### config.mk
export PLATFORM = sky130hd
export DESIGN_NAME = mode_sequencer
export DESIGN_NICKNAME = d
export VERILOG_FILES = /design/src/rtl/mode_seq_pkg.sv /design/src/rtl/button_debounce.sv /design/src/rtl/mode_sequencer.sv
export SDC_FILE = /design/constraint.sdc
export NUM_CORES = 1
export LEC_CHECK = 0
export ABC_AREA = 1
export BUFFER_PORTS_ARGS = -buffer_cell sky130_fd_sc_hd__buf_2
export CELL_PAD_IN_SITES_DETAIL_PLACEMENT = 1
export CELL_PAD_IN_SITES_GLOBAL_PLACEMENT = 1
export CORE_UTILIZATION = 33
export DETAILED_ROUTE_END_ITERATION = 8
export PLACE_DENSITY_LB_ADDON = 0.1
export SKIP_CTS_REPAIR_TIMING = 1
export SYNTH_ARGS = -nofsm -noshare
export SYNTH_HDL_FRONTEND = slang
export SYNTH_HIERARCHICAL = 1
export SYNTH_SLANG_ARGS = --single-unit
### constraint.sdc
create_clock -name clk -period 3.3 [get_ports clk]
set_clock_uncertainty 0.15 [all_clocks]
set_input_delay 0.33 -clock clk [delete_from_list [all_inputs] [get_ports clk]]
set_output_delay 0.33 -clock clk [all_outputs]
set_load 0.01 [all_outputs]
### src/rtl/mode_seq_pkg.sv
// Shared types and default timing constants for the mode sequencer.
package mode_seq_pkg;

    typedef enum logic [1:0] {
        DIR_NONE,
        DIR_FWD,
        DIR_BACK,
        DIR_JUMP
    } dir_t;

    localparam int DEFAULT_DEBOUNCE_CYCLES   = 4;
    localparam int DEFAULT_LONG_PRESS_CYCLES = 50_000_000;

endpackage

### src/rtl/button_debounce.sv
// Raw push-button conditioner: 2-flop synchroniser, stability counter,
// filtered level and a one-cycle release (1->0) pulse.
module button_debounce
    import mode_seq_pkg::*;
#(
    parameter int DEBOUNCE_CYCLES = DEFAULT_DEBOUNCE_CYCLES
) (
    input  logic clk,
    input  logic reset,
    input  logic raw,
    output logic level,
    output logic release_pulse
);

    localparam int              CNT_W    = $clog2(DEBOUNCE_CYCLES + 1);
    localparam logic [CNT_W-1:0] CNT_LAST = CNT_W'(DEBOUNCE_CYCLES - 1);

    logic             sync_p0;
    logic             sync_p1;
    logic             vld_p0;
    logic             vld_p1;
    logic             armed;
    logic [CNT_W-1:0] cnt;
    logic             level_q;
    logic             level_d;
    logic             differs;

    // A button held through reset must be seen low once before a press can
    // be accepted, otherwise its eventual release would count as a step.
    assign differs = (sync_p1 != level_q) && (armed || level_q);

    always_ff @(posedge clk) begin
        if (reset) begin
            sync_p0 <= 1'b0;
            sync_p1 <= 1'b0;
            vld_p0  <= 1'b0;
            vld_p1  <= 1'b0;
            armed   <= 1'b0;
            cnt     <= '0;
            level_q <= 1'b0;
            level_d <= 1'b0;
        end else begin
            // stage p0 -> p1: synchroniser
            sync_p0 <= raw;
            sync_p1 <= sync_p0;
            vld_p0  <= 1'b1;
            vld_p1  <= vld_p0;
            if (vld_p1 && !sync_p1) begin
                armed <= 1'b1;
            end
            // debounce: toggle on the edge the count would reach DEBOUNCE_CYCLES
            level_d <= level_q;
            if (!differs) begin
                cnt <= '0;
            end else if (cnt == CNT_LAST) begin
                cnt     <= '0;
                level_q <= ~level_q;
            end else begin
                cnt <= cnt + 1'b1;
            end
        end
    end

    assign level         = level_q;
    assign release_pulse = level_d & ~level_q;

endmodule

### src/rtl/mode_sequencer.sv
// One-hot mode sequencer driven by debounced button releases and direct jumps.
// Optional long-press-to-home behaviour on advance is enabled by `define LONG_PRESS_EN.
module mode_sequencer
    import mode_seq_pkg::*;
#(
    parameter int NUM_STATES      = 3,
    parameter int DEBOUNCE_CYCLES = DEFAULT_DEBOUNCE_CYCLES,
    parameter int WRAP            = 1,
`ifdef LONG_PRESS_EN
    parameter int LONG_PRESS_CYCLES = DEFAULT_LONG_PRESS_CYCLES,
`endif
    parameter int IDX_W           = $clog2(NUM_STATES)
) (
    input  logic                  clk,
    input  logic                  reset,
    input  logic                  advance,
    input  logic                  retreat,
    input  logic                  jump_valid,
    input  logic [IDX_W-1:0]      jump_idx,
    output logic [NUM_STATES-1:0] en,
    output logic [IDX_W-1:0]      state_idx,
    output logic                  step_pulse,
    output logic                  wrapped
);

    localparam logic [IDX_W-1:0] LAST_IDX = IDX_W'(NUM_STATES - 1);
    localparam logic [IDX_W:0]   NUM_EXT  = (IDX_W + 1)'(NUM_STATES);

    logic                  adv_level;
    logic                  adv_rel;
    logic                  ret_level;
    logic                  ret_rel;
    logic                  long_rel;
    logic                  unused_levels;
    dir_t                  dir;
    logic [IDX_W-1:0]      tgt;
    logic [IDX_W-1:0]      idx_nxt;
    logic                  wrap_nxt;
    logic [IDX_W-1:0]      idx_q;
    logic [NUM_STATES-1:0] en_q;
    logic                  step_q;
    logic                  wrap_q;

    function automatic logic [NUM_STATES-1:0] onehot(input logic [IDX_W-1:0] i);
        logic [NUM_STATES-1:0] v;
        for (int k = 0; k < NUM_STATES; k++) begin
            v[k] = (i == IDX_W'(k));
        end
        return v;
    endfunction

    button_debounce #(.DEBOUNCE_CYCLES(DEBOUNCE_CYCLES)) u_adv (
        .clk           (clk),
        .reset         (reset),
        .raw           (advance),
        .level         (adv_level),
        .release_pulse (adv_rel)
    );

    button_debounce #(.DEBOUNCE_CYCLES(DEBOUNCE_CYCLES)) u_ret (
        .clk           (clk),
        .reset         (reset),
        .raw           (retreat),
        .level         (ret_level),
        .release_pulse (ret_rel)
    );

    assign unused_levels = adv_level ^ ret_level;

`ifdef LONG_PRESS_EN
    localparam int               HOLD_W   = $clog2(LONG_PRESS_CYCLES + 1);
    localparam logic [HOLD_W-1:0] HOLD_MAX = HOLD_W'(LONG_PRESS_CYCLES);

    logic [HOLD_W-1:0] hold_cnt;

    // Saturating hold timer; still valid in the release cycle because it
    // clears on the edge that follows the filtered level dropping.
    always_ff @(posedge clk) begin
        if (reset || !adv_level) begin
            hold_cnt <= '0;
        end else if (hold_cnt != HOLD_MAX) begin
            hold_cnt <= hold_cnt + 1'b1;
        end
    end

    assign long_rel = adv_rel && (hold_cnt == HOLD_MAX);
`else
    assign long_rel = 1'b0;
`endif

    always_comb begin
        dir = DIR_NONE;
        tgt = idx_q;
        if (jump_valid && ({1'b0, jump_idx} < NUM_EXT)) begin
            dir = DIR_JUMP;
            tgt = jump_idx;
        end else if (adv_rel && ret_rel) begin
            dir = DIR_NONE;
        end else if (long_rel) begin
            dir = DIR_JUMP;
            tgt = '0;
        end else if (adv_rel) begin
            dir = DIR_FWD;
        end else if (ret_rel) begin
            dir = DIR_BACK;
        end
    end

    always_comb begin
        idx_nxt  = idx_q;
        wrap_nxt = 1'b0;
        case (dir)
            DIR_JUMP: idx_nxt = tgt;
            DIR_FWD: begin
                if (idx_q != LAST_IDX) begin
                    idx_nxt = idx_q + 1'b1;
                end else if (WRAP != 0) begin
                    idx_nxt  = '0;
                    wrap_nxt = 1'b1;
                end
            end
            DIR_BACK: begin
                if (idx_q != '0) begin
                    idx_nxt = idx_q - 1'b1;
                end else if (WRAP != 0) begin
                    idx_nxt  = LAST_IDX;
                    wrap_nxt = 1'b1;
                end
            end
            default: ;
        endcase
    end

    // en is registered alongside the index so it never glitches or goes zero
    always_ff @(posedge clk) begin
        if (reset) begin
            idx_q  <= '0;
            en_q   <= NUM_STATES'(1);
            step_q <= 1'b0;
            wrap_q <= 1'b0;
        end else begin
            idx_q  <= idx_nxt;
            en_q   <= onehot(idx_nxt);
            step_q <= (idx_nxt != idx_q);
            wrap_q <= wrap_nxt;
        end
    end

    assign en         = en_q;
    assign state_idx  = idx_q;
    assign step_pulse = step_q;
    assign wrapped    = wrap_q;

endmodule

==> reports/metrics.yaml <==
outcome: "finished, final reports clean"
synth_top_area_share: 0.4581
period_needed_ns: 2.090
fp-row-count: 21
hold_slack_ns: 0.05993
first_iter_violations: 28
worst_ep_required_time_ns: 3.35
die_w_um: 61.80
detailedPlacementHpwl_um: 1636
clk_pin_slew_ns: 0.13
final.period_utilization: 0.6333
groute.usage.overall: 0.1214
stdcell_area_mm2: 0.001329
count_of_input_and_output_buffers: 13
crit_arrival_ns: 2.14
finalSetupViolations: 0
synthCells: 147
initial_core_util: 0.3481
drcViolationCount: 0
worstPathMaxFanout: 4
mean_syn_cell_area_um2: 8.026
grt_remaining_overflow: 0
finalWeightedCongestion: 0.7300
ioPinCount: 14
die_area_mm2: 0.003819
power.static_leakage_nw: 0.6371
synthesis.nets: 166
clock_path_buffers: 2
place_area_mm2: 0.001303
first_global_vias: 823
top_count_cell_post_synth: "sky130_fd_sc_hd__dfxtp_1"
synth_async_sr_flop_share: 0
cts_made_buffers: 3
synth_common_cells: "sky130_fd_sc_hd__dfxtp_1, sky130_fd_sc_hd__inv_1, sky130_fd_sc_hd__nor2_1, sky130_fd_sc_hd__nand2_1, sky130_fd_sc_hd__ha_1"
synth-warning-count: 6
grt_start_max_net_pins: 21
power_density_mw_per_mm2: 428.8
cts_htree_levels: 1
setup_repair_after_global_routing_missed_its_margin: "no"
post-place-cells: 206
synth.largest_area_cell: "sky130_fd_sc_hd__dfxtp_1"
number_of_nets_in_the_finished_design: 184
via_per_inst: 4.190
clock-sinks: 27
ys_top_cells_by_area: "sky130_fd_sc_hd__dfxtp_1, sky130_fd_sc_hd__ha_1, sky130_fd_sc_hd__inv_1"
final_util: 0.3920
worstMarginPinSlew_ns: 0.4290
number_of_maximum_capacitance_constraint_violations: 0
drv_slew: 0
yosys_most_used_dff: "sky130_fd_sc_hd__dfxtp_1"
start_kind: "register"
routed_wirelength_um: 2001
post_synth_instance_area_mm2: 0.001180
global_route_wire_length_before_repair_um: 3360
number_of_antenna_violations_at_the_first_check_in_global_routing: 0
power.ir.vdd_worst_mv: 0.1531
worst_hold_path_type: "input port to register"
cts_tree: "yes"
setup-tns-final_ns: 0
cell_variety_after_synth: 15
wl_per_cell_um: 9.529
antenna-diode-count: 0
ant_nets: 0
synth.yosys.seq_area_share: 0.4581
post_route_cells_drive_above_1_share: 0.2378
drt-pass1-iter-count: 4
core_area_mm2: 0.003390
clk_root_buffer_cell: "sky130_fd_sc_hd__clkbuf_4"
timing.fmax_ghz: 0.4785
stdcell_count: 210
setup.worst_path.class: "register to register"
crit_path_end_kind: "register"
layout-area-overhead-vs-synth_pct: 12.62
clock_insertion_delay_worst_skew_ns: 0.31
synth_enable_flop_cells: 0
timing_hold_violations_final: 0
yosys_register_bits: 27
num_vias: 880
die_height_um: 61.80
slew-limit-headroom: 0.7140
## final timing paths
path / from / endpoint / slack (ns) / cells after the start
worst max-delay path: u_adv/level / step_pulse / 1.21 / 13
worst min-delay path: advance / u_adv/sync_p0 / 0.06 / 3
worst max register to register: u_adv/level / step_pulse / 1.21 / 13
worst min register to register: u_adv/sync_p0 / u_adv/sync_p1 / 0.26 / 2
## stage by stage
step	setup WS [ns]	total power, mW
floorplan	1.474	0.4154
CTS	1.169	0.5855
global route	0.9049	0.6143
global placement	1.268	0.4420
detailed placement	1.196	0.4453
finish	1.210	0.5698
## layer usage
layer	share of wire	GRT usage	routed length, um
met1	0.47	0.1548	943
met2	0.51	0.2058	1018
met3	0.019	0.01863	39
met4	0	0.04762	0
met5	0	0	0
## registers in the layout, summed over array words and instances (netlist names)
signal and cells:
en 3, state_idx 2, step_pulse 1, u_adv/armed 1, u_adv/cnt 3, u_adv/level 1
u_adv/level_d 1, u_adv/sync_p0 1, u_adv/sync_p1 1, u_adv/vld_p0 1, u_adv/vld_p1 1, u_ret/armed 1
u_ret/cnt 3, u_ret/level 1, u_ret/level_d 1, u_ret/sync_p0 1, u_ret/sync_p1 1, u_ret/vld_p0 1
u_ret/vld_p1 1, wrapped 1
## cell families after synthesis
kind of cell / Yosys count / synth area share
adder cells (fa/ha/maj): 12 / 0.1273
AO/OA/AOI/OAI: 12 / 0.05939
buffers and inverters: 30 / 0.09543
AND/OR/NAND/NOR: 66 / 0.2598
flip-flops: 27 / 0.4581
## area by class of cell
type                            instances  area [um2]
Timing Repair Buffer                   13       65.06
Clock buffer                            4       26.28
Sequential cell                        27       540.5
Fill cell                             431        2061
Multi-Input combinational cell         90       526.8
Inverter                               30       112.6
Tap cell                               46       57.56
## power by group
group / internal, mW / switching [mW]
clock: 0.0471 / 0.0869
combinational: 0.0322 / 0.0536
sequential: 0.342 / 0.00829
## cell usage in the layout, fill, tap and decap left out
| master | instances |
|---|---|
| sky130_fd_sc_hd__nand2_2 | 7 |
| sky130_fd_sc_hd__nor2_2 | 7 |
| sky130_fd_sc_hd__o21ai_2 | 2 |
| sky130_fd_sc_hd__nor2_1 | 23 |
| sky130_fd_sc_hd__nand3_1 | 4 |
| sky130_fd_sc_hd__nand2_1 | 22 |
| sky130_fd_sc_hd__a211oi_1 | 1 |
| sky130_fd_sc_hd__nor3_2 | 1 |
| sky130_fd_sc_hd__ha_1 | 12 |
| sky130_fd_sc_hd__clkbuf_1 | 1 |
| sky130_fd_sc_hd__buf_2 | 13 |
| sky130_fd_sc_hd__a21oi_1 | 6 |
| sky130_fd_sc_hd__nand3_2 | 2 |
| sky130_fd_sc_hd__dfxtp_1 | 27 |
| sky130_fd_sc_hd__inv_2 | 4 |
| sky130_fd_sc_hd__inv_1 | 26 |
| sky130_fd_sc_hd__clkbuf_4 | 3 |
| sky130_fd_sc_hd__o21ai_0 | 3 |
## critical path: stages, from the launching register on
cell	delay (ns)
sky130_fd_sc_hd__dfxtp_1	0.37
sky130_fd_sc_hd__nor2_1	0.16
sky130_fd_sc_hd__inv_1	0.05
sky130_fd_sc_hd__o21ai_0	0.33
sky130_fd_sc_hd__inv_1	0.12
sky130_fd_sc_hd__ha_1	0.25
sky130_fd_sc_hd__nand2_1	0.06
sky130_fd_sc_hd__nand2_1	0.06
sky130_fd_sc_hd__nor2_2	0.11
sky130_fd_sc_hd__nand2_2	0.08
sky130_fd_sc_hd__nand3_1	0.08
sky130_fd_sc_hd__nand2_1	0.05
sky130_fd_sc_hd__nor2_1	0.09
sky130_fd_sc_hd__nor2_1	0.04
Note: power is estimated with default switching activity, not from simulation.
